[src/rtl/phase_acc_pkg.sv]
// phase_acc_pkg: shared mode constants and channel-index width helper for the phase accumulator bank
package phase_acc_pkg;
  localparam int MODE_WRAP = 0;
  localparam int MODE_SAT = 1;
  function automatic int ch_w(input int n);
    return (n > 1) ? $clog2(n) : 1;
  endfunction
endpackage

[src/rtl/phase_acc_lane.sv]
// phase_acc_lane: one accumulator lane with active increment and registered wrap/saturate event
module phase_acc_lane
  import phase_acc_pkg::*;
#(
  parameter int ACC_WIDTH = 32,
  parameter int ADD_WIDTH = 16,
  parameter int SATURATE = MODE_WRAP
) (
  input  logic                 clk,
  input  logic                 rst,
  input  logic                 sync,
  input  logic                 en,
  input  logic                 commit,
  input  logic [ADD_WIDTH-1:0] commit_inc,
  output logic [ACC_WIDTH-1:0] acc,
  output logic                 wrap
);
  logic [ADD_WIDTH-1:0] active;
  logic [ACC_WIDTH:0] sum;
  assign sum = {1'b0, acc} + (ACC_WIDTH+1)'(active);
  // The add always uses the pre-commit increment; a commit only lands for the next edge.
  always_ff @(posedge clk) begin
    if (rst) begin
      acc <= '0;
      active <= '0;
      wrap <= 1'b0;
    end else begin
      if (commit) active <= commit_inc;
      if (sync) begin
        acc <= '0;
        wrap <= 1'b0;
      end else if (en) begin
        if (SATURATE == MODE_SAT && sum[ACC_WIDTH]) begin
          acc <= '1;
          wrap <= ~&acc;
        end else begin
          acc <= sum[ACC_WIDTH-1:0];
          wrap <= sum[ACC_WIDTH];
        end
      end else begin
        wrap <= 1'b0;
      end
    end
  end
endmodule

[src/rtl/phase_acc_bank.sv]
// phase_acc_bank: multi-lane phase accumulator with shadowed increments and atomic commit
module phase_acc_bank
  import phase_acc_pkg::*;
#(
  parameter int NUM_CH = 4,
  parameter int ACC_WIDTH = 32,
  parameter int ADD_WIDTH = 16,
  parameter int SATURATE = MODE_WRAP,
  localparam int CH_W = ch_w(NUM_CH)
) (
  input  logic                        clk,
  input  logic                        rst,
  input  logic                        cfg_valid,
  output logic                        cfg_ready,
  input  logic [CH_W-1:0]             cfg_ch,
  input  logic [ADD_WIDTH-1:0]        cfg_inc,
  output logic                        cfg_err,
  input  logic                        commit,
  input  logic                        sync,
  input  logic [NUM_CH-1:0]           en,
  output logic [NUM_CH*ACC_WIDTH-1:0] acc_out,
  output logic [NUM_CH-1:0]           msb_out,
  output logic [NUM_CH-1:0]           wrap
);
  logic [ADD_WIDTH-1:0] shadow [NUM_CH];
  logic [NUM_CH-1:0] wr_hit;
  logic accept, ch_ok;
  assign accept = cfg_valid && cfg_ready;
  assign ch_ok = 32'(cfg_ch) < NUM_CH;
  always_ff @(posedge clk) begin
    if (rst) begin
      cfg_ready <= 1'b0;
      cfg_err <= 1'b0;
      for (int i = 0; i < NUM_CH; i++) shadow[i] <= '0;
    end else begin
      cfg_ready <= 1'b1;
      cfg_err <= accept && !ch_ok;
      for (int i = 0; i < NUM_CH; i++) if (wr_hit[i]) shadow[i] <= cfg_inc;
    end
  end
  for (genvar c = 0; c < NUM_CH; c++) begin : g_lane
    assign wr_hit[c] = accept && ch_ok && (cfg_ch == CH_W'(c));
    assign msb_out[c] = acc_out[c*ACC_WIDTH + ACC_WIDTH-1];
    // A write accepted alongside commit bypasses the shadow straight into the lane.
    phase_acc_lane #(
      .ACC_WIDTH(ACC_WIDTH),
      .ADD_WIDTH(ADD_WIDTH),
      .SATURATE(SATURATE)
    ) u_lane (
      .clk(clk),
      .rst(rst),
      .sync(sync),
      .en(en[c]),
      .commit(commit),
      .commit_inc(wr_hit[c] ? cfg_inc : shadow[c]),
      .acc(acc_out[c*ACC_WIDTH +: ACC_WIDTH]),
      .wrap(wrap[c])
    );
  end
endmodule

[config.mk]
export PLATFORM = sky130hd
export DESIGN_NAME = phase_acc_bank
export DESIGN_NICKNAME = d
export VERILOG_FILES = /design/src/rtl/phase_acc_pkg.sv /design/src/rtl/phase_acc_lane.sv /design/src/rtl/phase_acc_bank.sv
export SDC_FILE = /design/constraint.sdc
export NUM_CORES = 1
export LEC_CHECK = 0
export ABC_AREA = 1
export CAP_MARGIN = 0
export CORE_UTILIZATION = 45
export DETAILED_ROUTE_END_ITERATION = 8
export PLACE_DENSITY = 0.76
export SYNTH_ARGS = -nofsm -noshare
export SYNTH_HDL_FRONTEND = slang
export SYNTH_SLANG_ARGS = --single-unit
[constraint.sdc]
create_clock -name clk -period 2.3 [get_ports clk]
set_clock_uncertainty 0.2 [all_clocks]
set_input_delay 0.69 -clock clk [delete_from_list [all_inputs] [get_ports clk]]
set_output_delay 0.69 -clock clk [all_outputs]
set_load 0.02 [all_outputs]
; After elaboration in Yosys (flattened, before gate mapping)
; Memory sizes are Yosys's and may differ from the RTL's. A register that Yosys moved wholly into a read port is not among the register bits.
; Index checks and enable logic that the tools add are counted.
[totals]
regBits = 133
ram_bits = 64
elab_cells = 55
mem_count = 1
[mem_list]
columns = name, depth, width, rd, rd_ports_with_merged_regs, wr, line_no
row1 = shadow, 4, 16, 4, 4, 4, phase_acc_bank.sv:25  ; logic [ADD_WIDTH-1:0] shadow [NUM_CH];
[op_classes]
addsub = 4
n_eq_ne = 3
mux = 19
n_bitwise = 8
reduce_logical = 11
[ops]
columns = operator, count
row1 = $add 32x16->33, 4
row2 = $mux 16, 4
row3 = $mux 1, 15
row4 = $reduce_or 3->1, 4
row5 = $logic_and 1x1->1, 5
row6 = $eq 2x2->1 const B, 2
row7 = $not 1->1, 4
row8 = $or 1x1->1, 4
row9 = $eq 2x1->1 const B, 1
row10 = $logic_not 2->1, 1
row11 = $reduce_or 2->1, 1

; Depth between registers and ports, before layout
[logic_depth]
ltp_word = 6
ltp_mapped = 13
mapped_depth_nobuf = 13

; Hierarchy
; A second synthesis with hierarchy kept.
[hier_totals]
hier_cells = 2608
area_unflattened_um2 = 16898.7
[modules_own_cells]
columns = module, n_inst, cells_each, area_each_um2
row1 = phase_acc_lane (g_lane[0].u_lane ...), 3, 556, 3442.1
row2 = phase_acc_lane (g_lane[3].u_lane), 1, 557, 3296.9
row3 = phase_acc_bank, 1, 383, 3275.6

; Worst setup path before layout
; OpenSTA, ideal clock, no wires.
[synth_timing]
path_type = reg2reg
start = register g_lane[0].u_lane.acc[0]
end = register g_lane[0].u_lane.acc[16]
setup_time_ns = 0.115
arrival_time_ns = 1.775
setup_slack_ns = 0.210
stages_incl_launch_ff = 11
period_less_slack_ns = 2.090
cell_sequence = dfxtp_1 -> ha_1 -> fa_1 -> nand3_1 -> nand3_1 -> nand2_1 -> nand3_1 -> nand2_1 -> nand2_1 -> a21oi_1 -> nor2_1
[synth_between]
elab_chain_cells = 1
[synth_lines]
columns = item, line_no
row1 = "start, declared", phase_acc_lane.sv:15  ; output logic [ACC_WIDTH-1:0] acc,
row2 = "start signal, assigned", phase_acc_lane.sv:37  ; acc <= sum[ACC_WIDTH-1:0];
row3 = $add 32x16->33, phase_acc_lane.sv:20  ; assign sum = {1'b0, acc} + (ACC_WIDTH+1)'(active);
; Every way passes these cells.
; A chain may end at the register's enable or synchronous reset.

; Worst setup path after layout
[layout_timing]
start = register g_lane[3].u_lane.acc[25]
end = output acc_out[121]
[layout_rtl]
columns = item, line_no
row1 = "start, declared", phase_acc_lane.sv:15
row2 = "start signal, assigned", phase_acc_lane.sv:37
row3 = "end, declared", phase_acc_bank.sv:21  ; output logic [NUM_CH*ACC_WIDTH-1:0] acc_out,
; No word-level cell between the ends.

==> impl_metrics.env <==
export IMPL_status="completed"
export IMPL_ir_drop_mv=0.565
export IMPL_ff2ff_setup_slack_ns=0.12
export IMPL_clk_path_buf_depth=3
export IMPL_firstDrtPassIters=8
export IMPL_worstSetupPathType="reg2out"
export IMPL_powerDensity_nw_per_um2=574
export IMPL_cp_start_kind="flop"
export IMPL_die_h_um=190
export IMPL_netlist_area_um2=15900
export IMPL_drcViolationCount=0
export IMPL_p_leak_nw=10.5
export IMPL_synth_cell_types=31
export IMPL_worstPathRequired_ns=1.41
export IMPL_hold_path_class="reg2reg"
export IMPL_cts_num_sinks=261
export IMPL_min_period_ns=2.26
export IMPL_regToRegStartpoint="g_lane[3].u_lane.active[0]"
export IMPL_dp_cells=3163
export IMPL_crit_chain="dlygate4sd2_1"
export IMPL_h_tree_depth=1
export IMPL_setup_viol=0
export IMPL_cts_hold_buffers_added=0
export IMPL_die_w_um=190
export IMPL_power_total_mw=11.1
export IMPL_critPathMaxFanout=6
export IMPL_final_max_slew_violation_count=0
export IMPL_fin_nets=2835
export IMPL_yosysTopAreaCellShare=0.269
export IMPL_diodes=0
export IMPL_synthMuxAreaShare=0
export IMPL_post_route_period_util=0.985
export IMPL_cts_tree="done"
export IMPL_cts_root_buffer="clkbuf_16"
export IMPL_max_slew_margin=0.529
export IMPL_start_util=0.458
export IMPL_timing_final_ws_setup_ns=0.0356
export IMPL_track_usage=0.248
export IMPL_synth_top_family_by_area="simple AND/OR/NAND/NOR gates"
export IMPL_synth_adder_area_share=0.0555
export IMPL_route_met2_wl_um=20700
export IMPL_vias_per_cell=5.05
export IMPL_post_place_ws_ns=-0.251
export IMPL_portBuffers=163
export IMPL_seq_area_frac_synth=0.359
export IMPL_cts_buffers=30
export IMPL_synth_cells=2545
export IMPL_rr_worst_depth=10
export IMPL_final_cells=3219
export IMPL_antenna_found_initial=1
export IMPL_hold_path_depth=2
export IMPL_crit_family="flip-flops"
export IMPL_drt_iter0_markers=1065
export IMPL_synth_avg_cell_area_um2=6.24
export IMPL_dieArea_um2=36000
export IMPL_synth_seq_cells=261
export IMPL_synth_xor_area_frac=0.0154
export IMPL_yosysTopAreaCell="dfxtp_1"
export IMPL_end_kind="output pin"
export IMPL_rsz0062_at_grt="false"
export IMPL_grt_pass1_vias=14777
export IMPL_hold_viol=0
export IMPL_wl_met3_um=3090
export IMPL_core_um2=34600
export IMPL_cpMaxStageDelayCell="dfxtp_1"
export IMPL_drv_cap=0
export IMPL_synth_compound_area_frac=0.0947
export IMPL_worstHoldStart="shadow[3][14]"
export IMPL_whs_endpoint="shadow[3][14]"
export IMPL_hold_ws_ns=0.267
export IMPL_path_clk_slew_ns=0.06
export IMPL_routabilityCongestion=0.958
export IMPL_grt_max_degree=65
export IMPL_path_buf_inv=1
export IMPL_clk_latency_ns=0.56
export IMPL_tightest_slew_ns=0.707
export IMPL_crit_arrival_ns=1.37
export IMPL_synth_area_leaders="dfxtp_1 (27%), nand2_1 (16%), nor2_1 (12%)"
export IMPL_synth_simple_gate_area_share=0.353
export IMPL_clock_fmax_ghz=0.442
export IMPL_vias=16252
export IMPL_grt_pass1_wl_um=72400
export IMPL_detail_route_antenna_nets=0
export IMPL_area_growth_pct=22.3
export IMPL_hpwl_um=33800
export IMPL_top_layer_used="met5"
export IMPL_overflow=0
export IMPL_wl_met1_um=20000
export IMPL_routedWlPerCell_um=13.9
export IMPL_wirelength_um=44900
export IMPL_rows=68
export IMPL_fin_util=0.561
export IMPL_ys_warn_count=0
export IMPL_syn_num_nets=2640
export IMPL_ios=165
export IMPL_max_stage_delay_ns=0.45
export IMPL_timing_rr_end="g_lane[3].u_lane.acc[22]"
export IMPL_drive_gt1_frac=0.0604
layout by cell type, fill, tap and decap left out, types with 7 or more instances in the layout:
| cell | instances |
|---|---|
| buf_4 | 66 |
| nand2_1 | 671 |
| nand3_2 | 10 |
| edfxtp_1 | 48 |
| dfxtp_1 | 209 |
| clkinv_2 | 7 |
| clkdlybuf4s50_1 | 24 |
| a21oi_1 | 111 |
| nand3_1 | 156 |
| buf_12 | 14 |
| dlygate4sd2_1 | 126 |
| o21ai_1 | 30 |
| ha_1 | 64 |
| inv_1 | 413 |
| nor3_1 | 28 |
| xor2_1 | 28 |
| o22ai_1 | 16 |
| nor4_1 | 9 |
| o21ai_0 | 134 |
| nand4_1 | 14 |
| clkbuf_16 | 31 |
| nor2_1 | 485 |
| clkdlybuf4s15_1 | 9 |
what timing repair did:
item / in CTS / in global routing
endpoints found under the setup margin: 140 / 49
pin swaps: 0 / 0
gates resized for setup: 141 / 32
setup buffers: 0 / 0
kinds of logic after synthesis:
family                     after synthesis
adders and majority gates               68
buffers and inverters                  497
xor gates and xnor gates                28
DFF                                    261
AOI/OAI and AO/OA                      293
and+or+nand+nor                       1397
other                                    1
power breakdown:
part	internal (mW)	leakage (nW)	total (mW)	switching, mW
Clock	2.98	0.502	4.94	1.96
Sequential	4.81	2.26	4.92	0.118
Combinational	0.469	7.72	1.27	0.805
Total	8.26	10.5	11.1	2.88
cell usage after synthesis:
cell and number:
a21oi_1 112, and2_1 5, and3_1 2, buf_1 12, buf_2 12, buf_4 11
buf_6 2, clkbuf_1 43, conb_1 1, dfxtp_1 213, edfxtp_1 48, fa_1 4
ha_1 64, inv_1 414, inv_2 3, nand2_1 677, nand3_1 166, nand3b_1 2
nand4_1 14, nand4_2 1, nor2_1 488, nor3_1 28, nor3_2 2, nor4_1 9
o21ai_0 134, o21ai_1 30, o22ai_1 16, o31ai_4 1, or2_2 2, or4_1 1
xor2_1 28
layer usage:
layer	vias to the layer above	global-route usage
met5	-	0
met4	2	0.0785
met3	82	0.0325
met2	533	0.414
met1	7331	0.330
li1	8304	-
state kept, by name, summed over array words and instances, names as in the netlist:
signal	cells
g_lane.u_lane.acc	128
g_lane.u_lane.active	64
shadow	64
g_lane.u_lane.wrap	4
cfg_ready	1
cell type report:
type / instances / area [um^2]
clock buffer: 39 / 826
clock inverter: 17 / 200
fill: 3331 / 15200
inverter: 417 / 1570
multi-input combinational: 1787 / 8310
sequential: 261 / 5710
tap: 455 / 569
timing repair buffer: 243 / 2230
stage by stage:
stage,TNS (ns),area (um^2)
finish,0,19400
global route,0,19400
CTS,0,19300
detailed placement,-24.66,18500
global placement,-23.91,18500
floorplan,0,15900
worst max-delay path by stage:
stage	from	endpoint	cells past startpoint
finish	g_lane[3].u_lane.acc[25]	acc_out[121]	1
detailed placement	cfg_valid	g_lane[1].u_lane.active[12]	9
CTS	g_lane[0].u_lane.acc[1]	acc_out[1]	1
global placement	cfg_valid	g_lane[1].u_lane.active[3]	9
floorplan	g_lane[0].u_lane.acc[0]	g_lane[0].u_lane.acc[16]	10
global route	g_lane[1].u_lane.acc[24]	acc_out[56]	1
Power figures use the tool's default switching activity.
